===== src/rtl/turn_request_scheduler_pkg.sv =====
// Shared tail-light definitions: scheduler state codes (also used by the
// seven-segment decoders), pending-request bit positions and small helpers.
package turn_request_scheduler_pkg;

    // State codes double as the 3-bit value shown on the seven-segment display.
    typedef enum logic [2:0] {
        ST_IDLE   = 3'd0,
        ST_LEFT   = 3'd1,
        ST_RIGHT  = 3'd2,
        ST_HAZARD = 3'd3,
        ST_DRAIN  = 3'd4
    } state_t;

    // Bit positions inside the 2-bit pending vector {right, left}.
    localparam int PEND_LEFT_BIT  = 0;
    localparam int PEND_RIGHT_BIT = 1;

    localparam logic [1:0] PEND_NONE  = 2'b00;
    localparam logic [1:0] PEND_LEFT  = 2'b01;
    localparam logic [1:0] PEND_RIGHT = 2'b10;

    // Requests driven into the tail-light sequencer.
    typedef struct packed {
        logic left;
        logic right;
        logic hazard;
    } enables_t;

    // State to enter once the current pattern may be abandoned.
    function automatic state_t pending_target(input logic [1:0] pend);
        if (pend[PEND_RIGHT_BIT]) begin
            return ST_RIGHT;
        end
        if (pend[PEND_LEFT_BIT]) begin
            return ST_LEFT;
        end
        return ST_IDLE;
    endfunction

endpackage


===== src/rtl/turn_request_scheduler_key_sync_edge.sv =====
// Two-flop synchronizer for a raw board input, plus a registered one-cycle
// pulse on every synchronized falling edge.
module key_sync_edge #(
    parameter logic RESET_VAL = 1'b1
) (
    input  logic clk,
    input  logic reset,
    input  logic raw,
    output logic level,
    output logic fall
);

    logic meta;
    logic sync;
    logic sync_d;

    // Synchronize the raw input and register a pulse when it goes 1 -> 0.
    always_ff @(posedge clk or posedge reset) begin
        if (reset) begin
            meta   <= RESET_VAL;
            sync   <= RESET_VAL;
            sync_d <= RESET_VAL;
            fall   <= 1'b0;
        end else begin
            // NOTE: non-blocking assignments make every flop sample the
            // pre-edge value of its neighbour, which is what builds the chain.
            meta   <= raw;
            sync   <= meta;
            sync_d <= sync;
            fall   <= sync_d & ~sync;
        end
    end

    assign level = sync;

endmodule


===== src/rtl/turn_request_scheduler.sv =====
// Turn/hazard request scheduler for the tail-light sequencer. Conditions the
// board inputs, arbitrates requests and lets a running blink pattern finish
// (DRAIN) before switching mode; hazard preempts immediately.
module turn_request_scheduler
    import turn_request_scheduler_pkg::*;
#(
    parameter int AUTO_CANCEL_TICKS = 64,
    parameter int CNT_W             = 10
) (
    input  logic       clk,
    input  logic       reset,
    input  logic       tick,
    input  logic       seq_done,
    input  logic       left_key_n,
    input  logic       right_key_n,
    input  logic       hazard_sw,
    output logic       left_en,
    output logic       right_en,
    output logic       hazard_en,
    output logic [1:0] pending,
    output logic [2:0] state_code
);

    localparam logic [CNT_W-1:0] CANCEL_LIMIT = CNT_W'(AUTO_CANCEL_TICKS);
    localparam logic [CNT_W-1:0] CNT_MAX      = {CNT_W{1'b1}};

    logic press_l;
    logic press_r;
    logic hazard_level;

    state_t           state;
    state_t           state_next;
    logic [1:0]       pending_next;
    logic [1:0]       drain_pend;
    logic [CNT_W-1:0] cnt;
    logic             in_turn;
    logic             expired;
    logic             turn_entry;
    enables_t         en;
    enables_t         en_next;

    // Keys are idle-high, so their synchronizers reset to 1; a press is the
    // falling edge. The hazard switch only needs its synchronized level.
    key_sync_edge #(.RESET_VAL(1'b1)) u_left_sync (
        .clk   (clk),
        .reset (reset),
        .raw   (left_key_n),
        .level (),
        .fall  (press_l)
    );

    key_sync_edge #(.RESET_VAL(1'b1)) u_right_sync (
        .clk   (clk),
        .reset (reset),
        .raw   (right_key_n),
        .level (),
        .fall  (press_r)
    );

    key_sync_edge #(.RESET_VAL(1'b0)) u_hazard_sync (
        .clk   (clk),
        .reset (reset),
        .raw   (hazard_sw),
        .level (hazard_level),
        .fall  ()
    );

    assign in_turn    = (state == ST_LEFT) || (state == ST_RIGHT);
    assign expired    = in_turn && (cnt >= CANCEL_LIMIT);
    assign turn_entry = ((state_next == ST_LEFT) || (state_next == ST_RIGHT))
                        && (state_next != state);

    // State register with the registered pending request and enables.
    always_ff @(posedge clk or posedge reset) begin
        if (reset) begin
            state   <= ST_IDLE;
            pending <= PEND_NONE;
            en      <= '0;
        end else begin
            state   <= state_next;
            pending <= pending_next;
            en      <= en_next;
        end
    end

    // Auto-cancel counter: cleared on entering a turn, saturating tick count.
    always_ff @(posedge clk or posedge reset) begin
        if (reset) begin
            cnt <= '0;
        end else if (turn_entry) begin
            cnt <= '0;
        end else if (in_turn && tick && (cnt != CNT_MAX)) begin
            cnt <= cnt + 1'b1;
        end
    end

    // Next-state and pending-request arbitration.
    always_comb begin
        // NOTE: every variable gets a default first so no path can leave it
        // unassigned and infer a latch.
        state_next   = state;
        pending_next = pending;
        drain_pend   = pending;

        unique case (state)
            ST_IDLE: begin
                if (press_l) begin
                    state_next = ST_LEFT;
                    if (press_r) begin
                        pending_next = PEND_RIGHT;
                    end
                end else if (press_r) begin
                    state_next = ST_RIGHT;
                end
            end

            ST_LEFT: begin
                // A press outranks the auto-cancel expiry.
                if (press_r) begin
                    state_next   = ST_DRAIN;
                    pending_next = PEND_RIGHT;
                end else if (press_l || expired) begin
                    state_next   = ST_DRAIN;
                    pending_next = PEND_NONE;
                end
            end

            ST_RIGHT: begin
                if (press_l) begin
                    state_next   = ST_DRAIN;
                    pending_next = PEND_LEFT;
                end else if (press_r || expired) begin
                    state_next   = ST_DRAIN;
                    pending_next = PEND_NONE;
                end
            end

            ST_DRAIN: begin
                // The held enable tells which direction is still blinking;
                // pressing that direction again withdraws the request.
                if (press_l) begin
                    drain_pend = en.left ? PEND_NONE : PEND_LEFT;
                end
                if (press_r) begin
                    drain_pend = en.right ? PEND_NONE : PEND_RIGHT;
                end
                pending_next = drain_pend;
                if (seq_done) begin
                    state_next   = pending_target(drain_pend);
                    pending_next = PEND_NONE;
                end
            end

            ST_HAZARD: begin
                if (press_l) begin
                    pending_next = PEND_LEFT;
                end
                if (press_r) begin
                    pending_next = PEND_RIGHT;
                end
                if (!hazard_level) begin
                    state_next   = pending_target(pending_next);
                    pending_next = PEND_NONE;
                end
            end

            default: begin
                state_next   = ST_IDLE;
                pending_next = PEND_NONE;
            end
        endcase

        // Hazard preempts from any state and ignores same-cycle presses.
        if (hazard_level && (state != ST_HAZARD)) begin
            state_next   = ST_HAZARD;
            pending_next = pending;
        end
    end

    // Output decode for the next state; DRAIN keeps the outgoing enable.
    always_comb begin
        en_next = '0;
        unique case (state_next)
            ST_LEFT:   en_next.left   = 1'b1;
            ST_RIGHT:  en_next.right  = 1'b1;
            ST_HAZARD: en_next.hazard = 1'b1;
            ST_DRAIN: begin
                en_next.left  = en.left;
                en_next.right = en.right;
            end
            default:   en_next = '0;
        endcase
    end

    assign left_en    = en.left;
    assign right_en   = en.right;
    assign hazard_en  = en.hazard;
    assign state_code = state;

endmodule

===== config.mk =====
export PLATFORM = sky130hd
export DESIGN_NAME = turn_request_scheduler
export DESIGN_NICKNAME = d
export VERILOG_FILES = /design/src/rtl/turn_request_scheduler_pkg.sv /design/src/rtl/turn_request_scheduler_key_sync_edge.sv /design/src/rtl/turn_request_scheduler.sv
export SDC_FILE = /design/constraint.sdc
export NUM_CORES = 1
export LEC_CHECK = 0
export CAP_MARGIN = 20
export CORE_MARGIN = 3
export CORE_UTILIZATION = 60
export CTS_CLUSTER_DIAMETER = 200
export DETAILED_ROUTE_END_ITERATION = 6
export PLACE_DENSITY = 0.83
export SLEW_MARGIN = 20
export SYNTH_ARGS = -nofsm -noshare
export SYNTH_HDL_FRONTEND = slang
export SYNTH_SLANG_ARGS = --single-unit

===== constraint.sdc =====
create_clock -name clk -period 4.66 [get_ports clk]
set_input_delay 1.398 -clock clk [delete_from_list [all_inputs] [get_ports clk]]
set_output_delay 1.398 -clock clk [all_outputs]
set_load 0.1 [all_outputs]

== Word-level counts from Yosys, hierarchy flattened ==
Cells that the tools add are included.
Operators by class
  $add $sub $neg: 1
  magnitude comparators: 1
  equality and inequality tests: 15
  mux-type cells: 54
  bitwise gates (word level): 5
  reductions and logical operators: 12
Operators by type and width (number)
  $mux W3: 17
  $mux W2: 15
  $mux W10: 2
  $mux W1: 16
  $pmux W3 S5: 1
  $eq A3 B2 Y1 const B: 4
  $add A10 B1 Y10 const B: 1
  $ge A10 B7 Y1 const B: 1
  $ne A10 B10 Y1 const B: 1
  $pmux W2 S5: 1
  $eq A3 B1 Y1 const B: 2
  $eq A3 B3 Y1 const B: 2
  $ne A3 B1 Y1 const B: 2
  $logic_and A1 B1 Y1: 5
  $reduce_and A5 Y1: 1
  $logic_or A1 B1 Y1: 4
  $ne A2 B1 Y1 const B: 2
  $pmux W1 S2: 2
  $logic_not A3 Y1: 1
  $ne A3 B2 Y1 const B: 1
  $ne A3 B3 Y1: 1
  $not A1 Y1: 3
  $and A1 B1 Y1: 2
  $reduce_bool A2 Y1: 1
Storage, ports and cells
  register bits after elaboration: 28
  input bits: 7
  output and inout bits: 8
  logic and storage cells: 104

== Logic depth before layout (Yosys ltp) ==
Gate-level depths: netlist of the first run.
  depth in word-level cells: 19
  mapped depth: 6
  depth with buffers taken out: 5

== Cells and area by module ==
A second synthesis of the first run with hierarchy kept.
Second synthesis, totals
  cells, all modules: 155
  area total of the unflattened synthesis: 1632.8 um^2
By module, submodules not included
  turn_request_scheduler: instances 1, cells each 137, area each 1272.5 um^2, seq. area each 450.4 um^2
  key_sync_edge at u_left_sync ...: instances 2, cells each 6, area each 121.4 um^2, seq. area each 103.8 um^2
  key_sync_edge at u_hazard_sync: instances 1, cells each 6, area each 117.6 um^2, seq. area each 100.1 um^2

== Least setup slack after synthesis of the first run ==
OpenSTA, ideal clock, no wires.
  path kind: input to register
  start: in seq_done
  end: reg cnt[0]
  setup time: 0.139 ns
  arrival: 2.562 ns
  data required time: 4.521 ns
  path slack: 1.959 ns
  cell stages on the path: 5
  buffers on the path: 0
  cell sequence: nand4bb_2 > a2111oi_0 > a2111o_1 > nor3b_4 > nor3_1
On the way
  cells in the longest elaborated chain, start to end: 7
  elaborated cells between the ends (all ways): 10
  those cells by class: eq/ne (3); mux (4); reduce/logical (3)
Ends and longest elaborated chain
  start, declared: RTL line turn_request_scheduler.sv:13  | input logic seq_done,
  $mux W3 (*): RTL line turn_request_scheduler.sv:148  | if (seq_done) begin
  $pmux W3 S5 (*): RTL line turn_request_scheduler.sv:105  | unique case (state)
  $mux W3 (*): RTL line turn_request_scheduler.sv:174  | if (hazard_level && (state != ST_HAZARD)) begin
  via state_next[0]: RTL line turn_request_scheduler.sv:32  | state_t state_next;
  $eq A3 B1 Y1 or $eq A3 B2 Y1 (tied branches): RTL line turn_request_scheduler.sv:70  | assign turn_entry = ((state_next == ST_LEFT) || (state_next == ST_RIGHT))
  $logic_or A1 B1 Y1: RTL line turn_request_scheduler.sv:70
  $logic_and A1 B1 Y1 (*): RTL line turn_request_scheduler.sv:71  | && (state_next != state);
  $mux W10 or $reduce_bool A2 Y1 (tied branches)
  end signal, assigned: RTL line turn_request_scheduler.sv:93  | cnt <= cnt + 1'b1;
  end, declared: RTL line turn_request_scheduler.sv:35  | logic [CNT_W-1:0] cnt;
The timed path passes the listed nets; every way through them passes the cells marked *.
A chain may end at the register's enable or synchronous reset.

== Final worst setup path of the first run ==
  start: reg state[0], in the netlist state_code[0]
  end: out state_code[0]
RTL lines
  start, declared: RTL line turn_request_scheduler.sv:31  | state_t state;
  start signal, assigned: RTL line turn_request_scheduler.sv:80  | state <= state_next;
  end, declared: RTL line turn_request_scheduler.sv:21  | output logic [2:0] state_code
No word-level cell between the ends.

==> results of run 1 <==
layer usage:
layer | GRT usage [%] | share of wire (%) | vias to the layer above
li1 | - | - | 555
met1 | 29.7 | 43 | 566
met2 | 34.2 | 49 | 51
met3 | 3.45 | 6.0 | 9
met4 | 7.62 | 2.2 | 0
met5 | 0 | 0 | -
synth_stat cells (2+ instances only):
master	n	share of area, %
dfstp_2	6	10
a2111oi_1	3	1.9
nand3_1	5	1.6
nor4_1	3	1.2
nor3_1	11	3.6
or2b_1	3	1.5
ha_1	2	1.6
o2bb2ai_1	2	1.1
a211oi_1	3	1.5
buf_4	2	0.97
xnor2_1	9	5.1
a21oi_1	10	3.2
dfrtp_1	22	36
o21ai_0	2	0.65
nor2_1	4	0.97
nor3b_4	2	2.4
nand2b_2	2	1.1
nand2_1	6	1.5
inv_1	6	1.5
nor2b_1	5	2.0
a31oi_1	2	0.81
a2111o_1	2	1.5
a21o_1	3	1.5
a2111oi_0	2	1.1
cell type report:
class | instances | area (µm²) | area share [%]
Timing Repair Buffer | 15 | 151 | 8.64
Sequential cell | 28 | 708 | 40.4
Tap cell | 28 | 35.0 | 2.00
Multi-Input combinational cell | 104 | 782 | 44.6
Clock inverter | 1 | 30.0 | 1.71
Clock buffer | 3 | 22.5 | 1.29
Inverter | 6 | 22.5 | 1.29
per-stage QoR:
| stage | worst slack [ns] | cell area (µm²) | total power [mW] |
|---|---|---|---|
| 3_5_place_dp | 1.10 | 1690 | 0.560 |
| 6_report | 1.00 | 1750 | 0.716 |
| 2_1_floorplan | 1.96 | 1550 | 0.503 |
| 3_3_place_gp | 1.26 | 1690 | 0.551 |
| 5_1_grt | 0.905 | 1750 | 0.748 |
| 4_1_cts | 1.00 | 1740 | 0.715 |
state kept, by name, indices dropped and copies added (netlist names):
register,count
left_en,1
pending,2
u_left_sync.level,1
u_right_sync.sync_d,1
cnt,10
state_code,3
u_left_sync.sync_d,1
u_hazard_sync.meta,1
u_hazard_sync.level,1
right_en,1
u_left_sync.fall,1
hazard_en,1
u_left_sync.meta,1
u_right_sync.meta,1
u_right_sync.level,1
u_right_sync.fall,1
logic make-up after synthesis:
family	Yosys count
simple gates	56
compound gates	35
flops	28
buf+inv	11
xor+xnor	10
fa+ha+maj	2
mux	1
power by group:
part	switching, mW	leakage (nW)	internal (mW)
combinational	0.165	0.315	0.0840
sequential	0.0404	0.350	0.269
clock	0.0705	0.0279	0.0869
total	0.276	0.693	0.440
final timing paths:
kind | startpoint | slack (ns) | depth (start not counted) | endpoint
min | u_left_sync.meta | 0.37 | 0 | u_left_sync.level
max | state_code[0] | 1.00 | 1 | state_code[0]
max in group asynchronous | reset | 2.82 | 3 | u_right_sync.meta
max reg2reg | state_code[0] | 2.29 | 5 | cnt[8]
min reg2reg | u_left_sync.meta | 0.37 | 0 | u_left_sync.level
min in group asynchronous | reset | 1.32 | 2 | u_right_sync.fall
==> flow_summary.json, run 1 <==
{
  "timing.final.crit_share_pct": 78.4,
  "vias": 1181,
  "layout_common_cells": "22 x dfrtp_1, 14 x clkdlybuf4s50_1, 11 x nor3_1, 10 x a21oi_1, 9 x xnor2_1",
  "cts.repair.resized": 0,
  "synthAdderAreaFrac_pct": 1.62,
  "synth_flop_cell": "dfrtp_1",
  "synth-seq-area-share_pct": 45.8,
  "layout_min_cycle_time_ns": 3.66,
  "synth-edff-count": 0,
  "cts_tree": "done",
  "synth-compound-area-share_pct": 16.3,
  "avgViaCountPerCell": 6.38,
  "dieArea_mm2": 0.00323,
  "start_kind": "flip-flop",
  "cap_violations": 0,
  "drv_slew": 0,
  "fin_skew_ns": 0.0121,
  "syn_area_mm2": 0.00155,
  "path_delay_family": "buffers and inverters",
  "die_w_um": 56.8,
  "grt_use_total_pct": 21.5,
  "cts_made_buffers": 3,
  "p_per_area_mw_per_mm2": 409,
  "final_cells": 185,
  "die_h_um": 56.8,
  "antenna_found_initial": 0,
  "synth-async-reset-ratio_pct": 100,
  "final_nets": 167,
  "synth_xor_area_share_pct": 6.14,
  "grt_max_degree": 29,
  "gp_congestion": 0.790,
  "antenna_left": 0,
  "synth_top_family_by_area": "simple AND/OR/NAND/NOR gates",
  "crit_buf_inv": 1,
  "cts_sinks": 28,
  "final_util_pct": 75.6,
  "dpl.hpwl_um": 2330,
  "endpoint_kind": "output pin",
  "placement_rows": 17,
  "routed_wl_um": 3190,
  "arrival_ns": 2.26,
  "synth-simple-area-share_pct": 25.8,
  "worst_ir_drop_vdd_uv": 293,
  "slowest_stage": "clkdlybuf4s50_1",
  "drive_gt1_share_pct": 14.0,
  "worstMarginPinSlew_ns": 0.979,
  "diodes": 0,
  "whs_ns": 0.372,
  "synthCells": 143,
  "worstPathMaxFanout": 17,
  "outcome": "finished clean",
  "start_util_pct": 66.8,
  "cts.clk_slew.worst_paths_ns": 0.16,
  "port_buffers": 14,
  "dp_cells": 180,
  "cp_slowest_stage_delay_ns": 1.23,
  "tns_ns": 0,
  "grt_pass1_wl_um": 5510,
  "report.final.setup_viol": 0,
  "slew_headroom_pct": 34.6,
  "clock_latency_ns": 0.32,
  "ys_ff_latch": 28,
  "timing.fmax_mhz": 274,
  "hold_viol_final": 0,
  "power.leakage_nw": 0.693,
  "areaGrowthSynthToFinish_pct": 13.2,
  "min_path_type": "reg -> reg",
  "avgRoutedWirePerCell_um": 17.2,
  "fillers": 167,
  "cts_buffer_depth": 2,
  "postCtsSetupBuffers": 0,
  "core_mm2": 0.00232,
  "grt_pass1_vias": 1142,
  "final_common_cell": "dfrtp_1",
  "drtIter0Drc": 69,
  "yosys.cell_types.count": 50,
  "cp.required_ns": 3.26,
  "drc": 0,
  "synth.avg_cell_area_um2": 10.8,
  "drt_pass1_iterations": 4,
  "synth.area.mux_share_pct": 0.647,
  "io_pins": 15,
  "ys_warn_count": 0,
  "rsz0062_at_grt": "false",
  "globalRouteOverflowTotal": 0,
  "cts_hold_buffers": 0,
  "syn_nets": 152,
  "ctsHtreeMaxLevel": 1,
  "cts-root-buf": "clkbuf_4",
  "path_cells": "clkdlybuf4s50_1",
  "critical_path_class": "reg -> out"
}
No activity file was read; power rests on OpenSTA's default activity.
==> inputs of run 2 (changes only) <==
CORE_UTILIZATION = 50   (was 60)
PLACE_DENSITY = 0.74   (was 0.83)
clock period = 3.36 ns   (was 4.66 ns; I/O delays follow)
==> run 2 against run 1 <==
  * First-iteration DRC count rose by 57%
  * Global-route usage fell by 3.9 points
  * Hold slack got worse by 0.0063 ns
  * Critical endpoint is now cnt[8]
  * Sequential power rose by 38%
  * Via count fell by 3.9%
  * Critical path depth rose by 5
  * Final area fell by 0.71%
  * Clock power rose by 35%
  * Combinational power rose by 35%
==> flow_summary.json, run 2 (synthesis gave the netlist of run 1 again) <==
{
  "outcome": "finished clean",
  "diodes": 0,
  "largest_reg_flops": 10,
  "report.final.setup_viol": 0,
  "cts.repair.resized": 0,
  "rsz0062_at_grt": "false",
  "worstPathMaxFanout": 10,
  "die_w_um": 61.6,
  "ctsHtreeMaxLevel": 1,
  "drive_gt1_share_pct": 19.6,
  "cts_buffer_depth": 2,
  "netSwitchingFraction_pct": 38.2,
  "endpoint_kind": "flip-flop",
  "areaGrowthSynthToFinish_pct": 12.4,
  "timing.fmax_mhz": 363,
  "vias": 1135,
  "grt_use_total_pct": 17.6,
  "port_buffers": 14,
  "routed_wl_um": 2930,
  "cap_violations": 0,
  "power.share.clock_pct": 21.7,
  "drt_pass1_iterations": 4,
  "layout_common_cells": "22 x dfrtp_1, 11 x nor3_1, 10 x a21oi_1, 10 x buf_4, 9 x xnor2_1",
  "die_h_um": 61.6,
  "cts_sinks": 28,
  "drc": 0,
  "slew_headroom_pct": 37.7,
  "grt_max_degree": 27,
  "cts-root-buf": "clkbuf_4",
  "start_util_pct": 54.3,
  "regMostFlops": "cnt",
  "layout_min_cycle_time_ns": 2.75,
  "worstMarginPinSlew_ns": 0.933,
  "cts.clk_slew.worst_paths_ns": 0.14,
  "dpl.hpwl_um": 2130,
  "postCtsSetupBuffers": 0,
  "avgRoutedWirePerCell_um": 15.5,
  "dieArea_mm2": 0.00380,
  "final_area_mm2": 0.00174,
  "antenna_left": 0,
  "final_nets": 168,
  "cts_tree": "done",
  "combPwrFrac_pct": 34.6,
  "gp_congestion": 0.890,
  "placement_rows": 19,
  "cts_hold_buffers": 0,
  "fin_skew_ns": 0.00510,
  "drtIter0Drc": 108,
  "power_mw": 0.976,
  "worst_ir_drop_vdd_uv": 337,
  "io_pins": 15,
  "start_kind": "input port",
  "place_area_mm2": 0.00169,
  "arrival_ns": 2.95,
  "p_per_area_mw_per_mm2": 561,
  "grt_pass1_wl_um": 5060,
  "core_mm2": 0.00285,
  "power.leakage_nw": 0.710,
  "antenna_found_initial": 0,
  "layout_setup_ws_ns": 0.606,
  "min_path_type": "reg -> reg",
  "globalRouteOverflowTotal": 0,
  "final_common_cell": "dfrtp_1",
  "cp.required_ns": 3.56,
  "cts_made_buffers": 3,
  "hold_viol_final": 0,
  "drv_slew": 0,
  "p_int_mw": 0.604,
  "pre_cts_slack_ns": 0.256,
  "critical_path_class": "in -> reg",
  "avgViaCountPerCell": 6.01,
  "timing.final.crit_share_pct": 82.0,
  "fillers": 250,
  "grt_pass1_vias": 1137,
  "clock_latency_ns": 0.31,
  "pwr-share-seq_pct": 43.7,
  "tns_ns": 0,
  "p_sw_mw": 0.372
}
[run 2: cell count changes in the layout (fill, tap and decap cells not counted)]
cell / previous run / this run
clkdlybuf4s50_1: 14 / 6
inv_1: 5 / 6
clkinv_1: 1 / 0
buf_4: 0 / 10
buf_6: 1 / 0
[run 2: power groups by stage]
stage               logic (mW)  registers (mW)  clock network, mW
CTS                      0.340           0.427              0.219
global placement         0.332           0.429                  0
detailed placement       0.339           0.433                  0
global route             0.361           0.435              0.236
floorplan                0.166           0.532                  0
finish                   0.337           0.427              0.212
[run 2: per-layer routing]
layer  wire length [µm]  share of wire [%]  global-route usage (%)
met3                 92                3.1                    2.73
met2               1440                 49                    28.4
met4                 29               0.99                    6.06
met1               1360                 47                    24.2
met5                  0                  0                       0
[run 2: final cells by class]
class / count / area [µm²] / area share (%)
clock buffers: 3 / 22.5 / 1.29
clock inverters: 1 / 30.0 / 1.73
repair buffers: 16 / 135 / 7.77
inverters: 6 / 22.5 / 1.29
flip-flops and latches: 28 / 708 / 40.7
well taps: 31 / 38.8 / 2.23
multi-input cells: 104 / 782 / 45.0
[run 2: worst max-delay path, cell delays in order]
cell and delay [ns]:
clkdlybuf4s50_1 0.52, nand4bb_2 0.13, a2111oi_0 0.40, a2111o_1 0.27
nor3b_4 0.48, nor3_1 0.13
[run 2: final timing paths]
check                                       start                   to  slack [ns]  cells past startpoint
min in group asynchronous                   reset   u_hazard_sync.meta        1.18                      2
worst max-delay path                     seq_done               cnt[8]        0.61                      6
worst max register to register      state_code[0]               cnt[8]        1.02                      5
worst min register to register  u_right_sync.meta   u_right_sync.level        0.37                      0
max in group asynchronous                   reset  u_right_sync.sync_d        1.50                      3
worst min-delay path            u_right_sync.meta   u_right_sync.level        0.37                      0
[run 2: metrics by stage]
stage | std cells | hold WS, ns | utilization, %
final | 189 | 0.366 | 61.0
after detailed placement | 185 | 0.336 | 59.1
after global routing | 189 | 0.370 | 61.0
after floorplan | 143 | 0.331 | -
after global placement | 185 | 0.333 | 59.1
after CTS | 189 | 0.367 | 61.0
==> inputs of run 3 (changes only) <==
CORE_UTILIZATION = 56   (was 50)
PLACE_DENSITY = 0.78   (was 0.74)
clock period = 2.54 ns   (was 3.36 ns; I/O delays follow)
==> run 3 against run 2 <==
  * Wire length is 10% higher
  * Sequential power is 30% higher
  * Combinational power is 53% higher
  * Power is 40% higher
  * Cell count is 2.6% higher
  * Non-clock buffer count is 6 higher
  * Hold slack hardly changed
  * Via count is 5.9% higher
  * Sequential cell count stayed put
  * First-iteration DRC count is 31% lower
  * Register-to-register slack worse by 0.71 ns
  * Critical endpoint is now cnt[7]
  * Highest routed layer unchanged
==> flow_summary.json, run 3 (synthesis gave the netlist of run 1 again) <==
{
  "start_util_pct": 60.8,
  "outcome": "finished clean",
  "final_nets": 174,
  "timing.final.crit_share_pct": 87.9,
  "postCtsSetupBuffers": 0,
  "endpoint_kind": "flip-flop",
  "rsz0062_at_grt": "false",
  "fillers": 201,
  "fin_skew_ns": 0.00411,
  "cts_tree": "done",
  "drc": 0,
  "dpl.hpwl_um": 2380,
  "ctsHtreeMaxLevel": 1,
  "drt_pass1_iterations": 4,
  "grt_pass1_wl_um": 5510,
  "areaGrowthSynthToFinish_pct": 19.2,
  "die_w_um": 58.6,
  "tns_ns": 0,
  "layout_common_cells": "22 x dfrtp_1, 11 x nor3_1, 11 x buf_4, 10 x a21oi_1, 9 x xnor2_1",
  "arrival_ns": 2.49,
  "core_mm2": 0.00254,
  "placement_rows": 18,
  "antenna_left": 0,
  "critical_path_class": "reg -> reg",
  "vias": 1202,
  "gp_congestion": 0.857,
  "dieArea_mm2": 0.00343,
  "drv_slew": 0,
  "grt_max_degree": 18,
  "clock_latency_ns": 0.33,
  "avgViaCountPerCell": 6.20,
  "avgRoutedWirePerCell_um": 16.6,
  "io_pins": 15,
  "cap_violations": 0,
  "worstMarginPinSlew_ns": 0.521,
  "grt_pass1_vias": 1180,
  "place_area_mm2": 0.00179,
  "cts-root-buf": "clkbuf_4",
  "layout_min_cycle_time_ns": 2.23,
  "start_kind": "flip-flop",
  "grt_use_total_pct": 21.0,
  "cp.required_ns": 2.79,
  "timing.fmax_mhz": 448,
  "cts_buffer_depth": 2,
  "final_area_mm2": 0.00185,
  "globalRouteOverflowTotal": 0,
  "die_h_um": 58.6,
  "cts.clk_slew.worst_paths_ns": 0.15,
  "hold_viol_final": 0,
  "cts.repair.resized": 0,
  "largest_reg_flops": 10,
  "drive_gt1_share_pct": 22.6,
  "antenna_found_initial": 0,
  "report.final.setup_viol": 0,
  "power.leakage_nw": 0.761,
  "p_per_area_mw_per_mm2": 739,
  "final_common_cell": "dfrtp_1",
  "worstPathMaxFanout": 13,
  "regMostFlops": "cnt",
  "worst_ir_drop_vdd_uv": 808,
  "drtIter0Drc": 75,
  "cts_hold_buffers": 0,
  "port_buffers": 14,
  "cts_made_buffers": 3,
  "routed_wl_um": 3230,
  "slew_headroom_pct": 65.2,
  "diodes": 0,
  "min_path_type": "reg -> reg",
  "cts_sinks": 28
}
-- run 3: cell count changes in the layout (fill, tap and decap cells not counted), sizes merged --
cell  before  now
buf       10   16
-- run 3: worst paths after layout --
| kind | start | to | slack, ns | cells past startpoint |
|---|---|---|---|---|
| worst max-delay path | u_left_sync.fall | cnt[7] | 0.31 | 6 |
| worst min-delay path | u_hazard_sync.meta | u_hazard_sync.level | 0.37 | 0 |
| worst max register to register | u_left_sync.fall | cnt[7] | 0.31 | 6 |
| worst min register to register | u_hazard_sync.meta | u_hazard_sync.level | 0.37 | 0 |
| max in group asynchronous | reset | u_right_sync.sync_d | 1.25 | 3 |
| min in group asynchronous | reset | u_left_sync.fall | 0.76 | 2 |
-- run 3: layer usage --
layer	track usage, %	wire (µm)	share of wire [%]	up-vias
met2	31.1	1500	47	42
met5	0	0	0	-
met1	30.6	1510	47	585
met4	9.39	62	1.9	0
met3	3.29	153	4.7	7
li1	-	-	-	568
-- run 3: worst max-delay path: stages, from the launching register on --
cell and delay [ns]:
dfrtp_1 0.61, and2b_2 0.28, a22o_1 0.22, a2111o_1 0.51, nor3b_4 0.20, buf_12 0.15, nor3_1 0.18
-- run 3: layout make-up --
cell class | count | area (µm²) | area share, %
well taps | 30 | 37.5 | 2.03
clock inverters | 1 | 30.0 | 1.63
inverters | 6 | 22.5 | 1.22
repair buffers | 22 | 243 | 13.2
clock buffers | 3 | 22.5 | 1.22
flip-flops and latches | 28 | 708 | 38.4
multi-input cells | 104 | 782 | 42.4
-- run 3: per-stage QoR --
stage / power, mW / hold slack (ns) / instances / worst slack [ns] / util [%]
2_1_floorplan: 0.923 / 0.331 / 143 / 0.0486 / -
3_3_place_gp: 1.06 / 0.335 / 190 / 0.0338 / 70.5
3_5_place_dp: 1.08 / 0.336 / 190 / -0.0249 / 70.5
4_1_cts: 1.37 / 0.370 / 194 / 0.313 / 72.5
5_1_grt: 1.43 / 0.371 / 194 / 0.205 / 72.5
6_report: 1.36 / 0.366 / 194 / 0.307 / 72.5
-- run 3: where the power goes --
| part | leakage, nW | total, mW | switching, mW | internal (mW) |
|---|---|---|---|---|
| registers | 0.350 | 0.557 | 0.0634 | 0.493 |
| logic | 0.383 | 0.516 | 0.324 | 0.192 |
| clock network | 0.0279 | 0.291 | 0.131 | 0.160 |
| total | 0.761 | 1.36 | 0.518 | 0.845 |
